==> src/rtl/pc_seq_pkg.sv <==
// Shared types for the program-counter sequencer: FSM states and next-PC select codes.
// No logic, no latency; pure type definitions.
// No flow control involved.
package pc_seq_pkg;

   typedef enum logic [1:0] {
      ST_IDLE,
      ST_RUN,
      ST_HALT
   } state_t;

   typedef enum logic [2:0] {
      SEL_HOLD,
      SEL_RET,
      SEL_CALL,
      SEL_JUMP,
      SEL_BRANCH,
      SEL_INC
   } sel_t;

endpackage

==> src/rtl/pc_ras.sv <==
// Circular return-address LIFO; a push while full overwrites the oldest entry.
// pop_data is combinational from the top entry; push/pop take effect on the next edge.
// No backpressure: the caller checks full/empty and never pushes and pops together.
module pc_ras #(
   parameter int N         = 32,
   parameter int RAS_DEPTH = 4
) (
   input  logic         clk,
   input  logic         reset,
   input  logic         push,
   input  logic         pop,
   input  logic [N-1:0] push_data,
   output logic [N-1:0] pop_data,
   output logic         full,
   output logic         empty
);

   localparam int AW = $clog2(RAS_DEPTH);

   logic [N-1:0]  mem [RAS_DEPTH];
   logic [AW-1:0] top_ptr;   // next slot to write; wraps onto the oldest entry when full
   logic [AW-1:0] rd_ptr;
   logic [AW:0]   count;

   assign rd_ptr   = top_ptr - AW'(1);
   assign pop_data = mem[rd_ptr];
   assign full     = (count == (AW+1)'(RAS_DEPTH));
   assign empty    = (count == '0);

   always_ff @(posedge clk) begin
      if (reset) begin
         top_ptr <= '0;
         count   <= '0;
      end else if (push) begin
         mem[top_ptr] <= push_data;
         top_ptr      <= top_ptr + AW'(1);
         if (!full) begin
            count <= count + (AW+1)'(1);
         end
      end else if (pop && !empty) begin
         top_ptr <= rd_ptr;
         count   <= count - (AW+1)'(1);
      end
   end

endmodule

==> src/rtl/pc_sequencer.sv <==
// PC register and next-PC sequencer with IDLE/RUN/HALT control; return stack under PC_SEQ_RAS_EN.
// Latency 1: every next-PC decision appears on current_pc after one rising edge.
// stall holds the PC (and the stack) in RUN; pc_valid drops combinationally while stalled.
module pc_sequencer
   import pc_seq_pkg::*;
#(
   parameter int           N         = 32,
   parameter logic [N-1:0] STEP      = N'(1),
   parameter logic [N-1:0] RESET_VEC = '0,
   parameter int           RAS_DEPTH = 4
) (
   input  logic         clk,
   input  logic         reset,
   input  logic         start,
   input  logic         halt_req,
   input  logic         resume,
   input  logic         stall,
   input  logic         branch_en,
   input  logic [N-1:0] branch_offset,
   input  logic         jump_en,
   input  logic [N-1:0] jump_target,
   input  logic         call_en,
   input  logic         ret_en,
   output logic [N-1:0] current_pc,
   output logic         pc_valid,
   output logic         halted,
   output logic         ras_overflow,
   output logic         ras_underflow
);

   state_t       state, state_nxt;
   sel_t         sel;
   logic [N-1:0] pc_nxt;
   logic [N-1:0] pc_inc;
   logic         ret_req;
   logic         ras_empty;
   logic [N-1:0] ras_pop_data;

   assign pc_inc   = current_pc + STEP;
   assign pc_valid = (state == ST_RUN) && !stall;
   assign halted   = (state == ST_HALT);

`ifdef PC_SEQ_RAS_EN
   logic ras_full;
   logic ras_push;
   logic ras_pop;

   assign ret_req  = ret_en;
   assign ras_push = (sel == SEL_CALL);
   assign ras_pop  = (sel == SEL_RET) && !ras_empty;

   pc_ras #(
      .N         (N),
      .RAS_DEPTH (RAS_DEPTH)
   ) u_ras (
      .clk       (clk),
      .reset     (reset),
      .push      (ras_push),
      .pop       (ras_pop),
      .push_data (pc_inc),
      .pop_data  (ras_pop_data),
      .full      (ras_full),
      .empty     (ras_empty)
   );

   always_ff @(posedge clk) begin
      if (reset) begin
         ras_overflow  <= 1'b0;
         ras_underflow <= 1'b0;
      end else begin
         if (ras_push && ras_full) begin
            ras_overflow <= 1'b1;
         end
         ras_underflow <= (sel == SEL_RET) && ras_empty;
      end
   end
`else
   // Without a stack, a return request never selects SEL_RET and call degenerates to jump.
   logic ret_unused;

   assign ret_unused    = ret_en;
   assign ret_req       = 1'b0;
   assign ras_empty     = 1'b1;
   assign ras_pop_data  = '0;
   assign ras_overflow  = 1'b0;
   assign ras_underflow = 1'b0;
`endif

   always_comb begin
      state_nxt = state;
      sel       = SEL_HOLD;
      case (state)
         ST_IDLE: begin
            if (start) state_nxt = ST_RUN;
         end
         ST_RUN: begin
            if (halt_req)       state_nxt = ST_HALT;
            else if (stall)     sel = SEL_HOLD;
            else if (ret_req)   sel = SEL_RET;
            else if (call_en)   sel = SEL_CALL;
            else if (jump_en)   sel = SEL_JUMP;
            else if (branch_en) sel = SEL_BRANCH;
            else                sel = SEL_INC;
         end
         ST_HALT: begin
            if (resume) state_nxt = ST_RUN;
         end
         default: state_nxt = ST_IDLE;
      endcase
   end

   always_comb begin
      pc_nxt = current_pc;
      case (sel)
         SEL_RET:    pc_nxt = ras_empty ? pc_inc : ras_pop_data;
         SEL_CALL:   pc_nxt = jump_target;
         SEL_JUMP:   pc_nxt = jump_target;
         SEL_BRANCH: pc_nxt = current_pc + branch_offset;
         SEL_INC:    pc_nxt = pc_inc;
         default:    pc_nxt = current_pc;
      endcase
   end

   always_ff @(posedge clk) begin
      if (reset) begin
         state      <= ST_IDLE;
         current_pc <= RESET_VEC;
      end else begin
         state      <= state_nxt;
         current_pc <= pc_nxt;
      end
   end

endmodule
==> config.mk <==
export PLATFORM = sky130hd
export DESIGN_NAME = pc_sequencer
export DESIGN_NICKNAME = d
export VERILOG_FILES = /design/src/rtl/pc_seq_pkg.sv /design/src/rtl/pc_ras.sv /design/src/rtl/pc_sequencer.sv
export SDC_FILE = /design/constraint.sdc
export NUM_CORES = 1
export LEC_CHECK = 0
export CAP_MARGIN = 15
export CORE_MARGIN = 10
export CORE_UTILIZATION = 49
export CTS_BUF_LIST = sky130_fd_sc_hd__clkbuf_8
export CTS_CLUSTER_SIZE = 14
export DETAILED_ROUTE_END_ITERATION = 6
export GPL_TIMING_DRIVEN = 1
export PLACE_DENSITY = 0.83
export RECOVER_POWER = 100
export SLEW_MARGIN = 15
export SYNTH_ARGS = -nofsm -noshare
export SYNTH_HDL_FRONTEND = slang
export SYNTH_SLANG_ARGS = --single-unit
==> constraint.sdc <==
create_clock -name clk -period 4.4 [get_ports clk]
set_input_delay 0.66 -clock clk [delete_from_list [all_inputs] [get_ports clk]]
set_output_delay 0.66 -clock clk [all_outputs]
set_load 0.05 [all_outputs]
==> metrics.yaml <==
synthesis:
  syn_area_sq_um: 3580
  synth_top_family_by_area: "compound AO/OA/AOI/OAI gates"
  synth-simple-area-share_pct: 27.8
  synth.top_cell.area_share_pct: 19.0
  synth_xor_area_share_pct: 4.16
  synthCells: 499
  ys_warn_count: 0
  synth_cell_types: 60
  synth_edf_count: 0
  ys_ff_latch: 34
  synth_seq_area_share_pct: 19.0
  syn_area_per_cell_sq_um: 7.18
  synth.area.mux_share_pct: 1.82
  synthArstFlopShare_pct: 0
  synth.area.top_cells: "dfxtp_1 19%, ha_1 11%, a21oi_1 6.8%"
  synth_fa_ha_area_share_pct: 11.4
  synth_compound_area_share_pct: 31.5
  yosys_most_used_dff: "dfxtp_1"
  synth_common_cells: "64 x nand2_1, 49 x a21oi_1, 40 x nor2_1"
  yosysTopAreaCell: "dfxtp_1"
  synth.most_common_cell: "nand2_1"
run_status:
  status: "finished, final reports clean"
timing:
  fin_crit_ns: 4.03
  maxSlewHeadroom_pct: 45.2
  setup_tns_ns: 0
  grt_setup_unrepaired: "false"
  period_share_pct: 91.7
  setup_viol: 0
  whs_ns: 0.479
  fmax_mhz: 248
  hold_viol_final: 0
  final.setup.worst_slack_ns: 0.366
  clock_skew_ns: 0.00940
  drv_slew: 0
  tightestPinTransition_ns: 0.819
floorplanning:
  pin_count: 110
  dieArea_sq_um: 11100
  initial_utilization_pct: 49.9
  rows: 31
  die_h_microns: 106
  core_area_sq_um: 7180
  die_w_microns: 106
worst_setup_path:
  path_cells: "dlygate4sd3_1 > nor3_4 > nand2_1 > nor2_2 > buf_12 > nor2b_1 > fa_1 > a21o_1 > a221oi_4 > o211ai_1 > a211oi_1 > a221oi_2 > mux2_1 > a311oi_2"
  rr_startpoint: "state[1]"
  r2r_slack_ns: 0.79
  crit_path_max_fanout: 14
  critPathKind: "input pin to flop"
  cp-start-kind: "input pin"
  timing.rr.end: "current_pc[28]"
  required_ns: 4.61
  crit_path_end_kind: "flop"
  slowest_delay_ns: 0.62
  cp_data_arrival_time_ns: 4.24
  r2r_cells: 14
  slowest_stage: "dlygate4sd3_1"
clock_network:
  cts_tree: "done"
  clkTransAtPathRegs_ns: 0.08
  clockBufferDepth: 2
  cts_buffers: 5
  root_buffer: "clkbuf_8"
  cts.htree.levels: 2
  clkLatencyLatePin_ns: 0.29
  cts_resized: 0
  cts_sinks: 34
  hold_buffers: 0
  post_cts_buffers: 0
flow_run:
  maxCapViolCount: 0
final_layout:
  fin_util_pct: 67.6
  diodes: 0
  areaGrowthSynthToFinish_pct: 35.4
  nNetsFinal: 705
  nFillCells: 657
  drive_gt1_share_pct: 5.33
power_and_ir_drop:
  power_density_nw_per_um2: 195
  ir_drop_uv: 137
  power_leakage_nw: 2.06
global_routing:
  grt_max_degree: 42
  track_usage_pct: 20.7
  grt_pass1_vias: 4096
  grt_pass1_wl_microns: 19700
  antenna_found_initial: 0
  overflow: 0
min_path:
  hp-start: "current_pc[2]"
  holdPathEnd: "current_pc[2]"
  worstHoldPathCells: 2
  hold_class: "flop to flop"
detailed_routing:
  drt_iter0_drc: 163
  antenna_left: 0
  routed_wl_microns: 12200
  via_per_inst: 5.86
  wl_per_cell_microns: 17.4
  drc: 0
  first_pass_iters: 4
  num_vias: 4096
placed_design:
  hpwl_microns: 9490
  place_congestion: 0.926
  dpl_worst_slack_ns: 0.227
  port_buffers: 106
==> worst max-delay path, delay by kind of cell <==
family	cells	cell delay, ns
AOI/OAI and AO/OA	6	1.34
adders and majority gates	1	0.43
buffers and inverters	2	0.80
muxes	1	0.36
and+or+nand+nor	4	0.65
==> cells in the final DEF (no fill, tap or decap), types with 4 or more instances in the layout <==
cell type,netlist,layout
nand2_1,64,64
or3_1,8,8
xor2_1,4,4
nand2b_1,4,4
dlygate4sd3_1,0,36
nor3_1,9,9
o21a_1,7,7
nor2b_1,32,32
buf_4,2,9
a311oi_1,11,11
inv_1,10,11
o21ai_0,29,29
mux2i_1,5,5
and3_1,6,6
nand3_1,20,20
nand4_1,5,5
a31oi_1,9,9
ha_1,31,31
o21bai_1,7,7
nor2_1,40,38
a21oi_1,49,49
xnor2_1,13,13
dfxtp_1,34,34
o211ai_1,9,10
clkbuf_8,0,6
a211oi_1,7,8
clkdlybuf4s50_1,0,70
a21o_1,13,13
==> worst max path at each step <==
stage | start | endpoint | slack (ns) | cells past startpoint
5_1_grt | halt_req | current_pc[29] | 0.13 | 15
6_report | halt_req | current_pc[28] | 0.37 | 14
3_5_place_dp | halt_req | current_pc[10] | 0.23 | 15
4_1_cts | halt_req | current_pc[10] | 0.52 | 15
2_1_floorplan | jump_en | current_pc[28] | 0.63 | 13
3_3_place_gp | halt_req | current_pc[10] | 0.27 | 15
==> registers in the layout, summed over array words and instances (netlist names) <==
signal / cells
current_pc: 32
state: 2
==> layer usage <==
layer  global-route usage (%)  vias to the layer above  part of all wire (%)
li1                         -                     2027                     -
met1                     24.7                     1903                    43
met2                     36.1                      147                    48
met3                     4.69                       19                   7.0
met4                     6.00                        0                   2.0
met5                        0                        -                     0
==> cell families (layout without fill, tap and decap cells) <==
| kind of cell | after synthesis | after routing |
|---|---|---|
| adder cells (fa/ha/maj) | 32 | 32 |
| multiplexers | 6 | 6 |
| buffers and inverters | 38 | 138 |
| flip-flops | 34 | 34 |
| other | 1 | 2 |
| AO/OA/AOI/OAI | 167 | 167 |
| AND/OR/NAND/NOR | 204 | 204 |
| XOR/XNOR | 17 | 17 |
==> power breakdown <==
group / switching, W / internal [W]
sequential: 0.00000982 / 0.000319
combinational: 0.000204 / 0.000162
clock: 0.000128 / 0.000124
total: 0.000342 / 0.000605
==> final cells by class <==
cell class                      count  area (sq um)  area share, %
Clock buffer                        6          82.6           1.70
Clock inverter                      2          8.76          0.181
Inverter                           10          37.5          0.774
Multi-Input combinational cell    428          2750           56.7
Sequential cell                    34           681           14.0
Tap cell                           99           124           2.55
Timing Repair Buffer              120          1170           24.1
==> stage by stage <==
| step | power [W] | cell area (sq um) | instances |
|---|---|---|---|
| after floorplan | 0.000567 | 3590 | 500 |
| after global placement | 0.000698 | 4790 | 691 |
| after detailed placement | 0.000705 | 4790 | 691 |
| after CTS | 0.000958 | 4880 | 699 |
| after global routing | 0.000998 | 4850 | 699 |
| final | 0.000947 | 4850 | 699 |
Power figures use the tool's default switching activity.
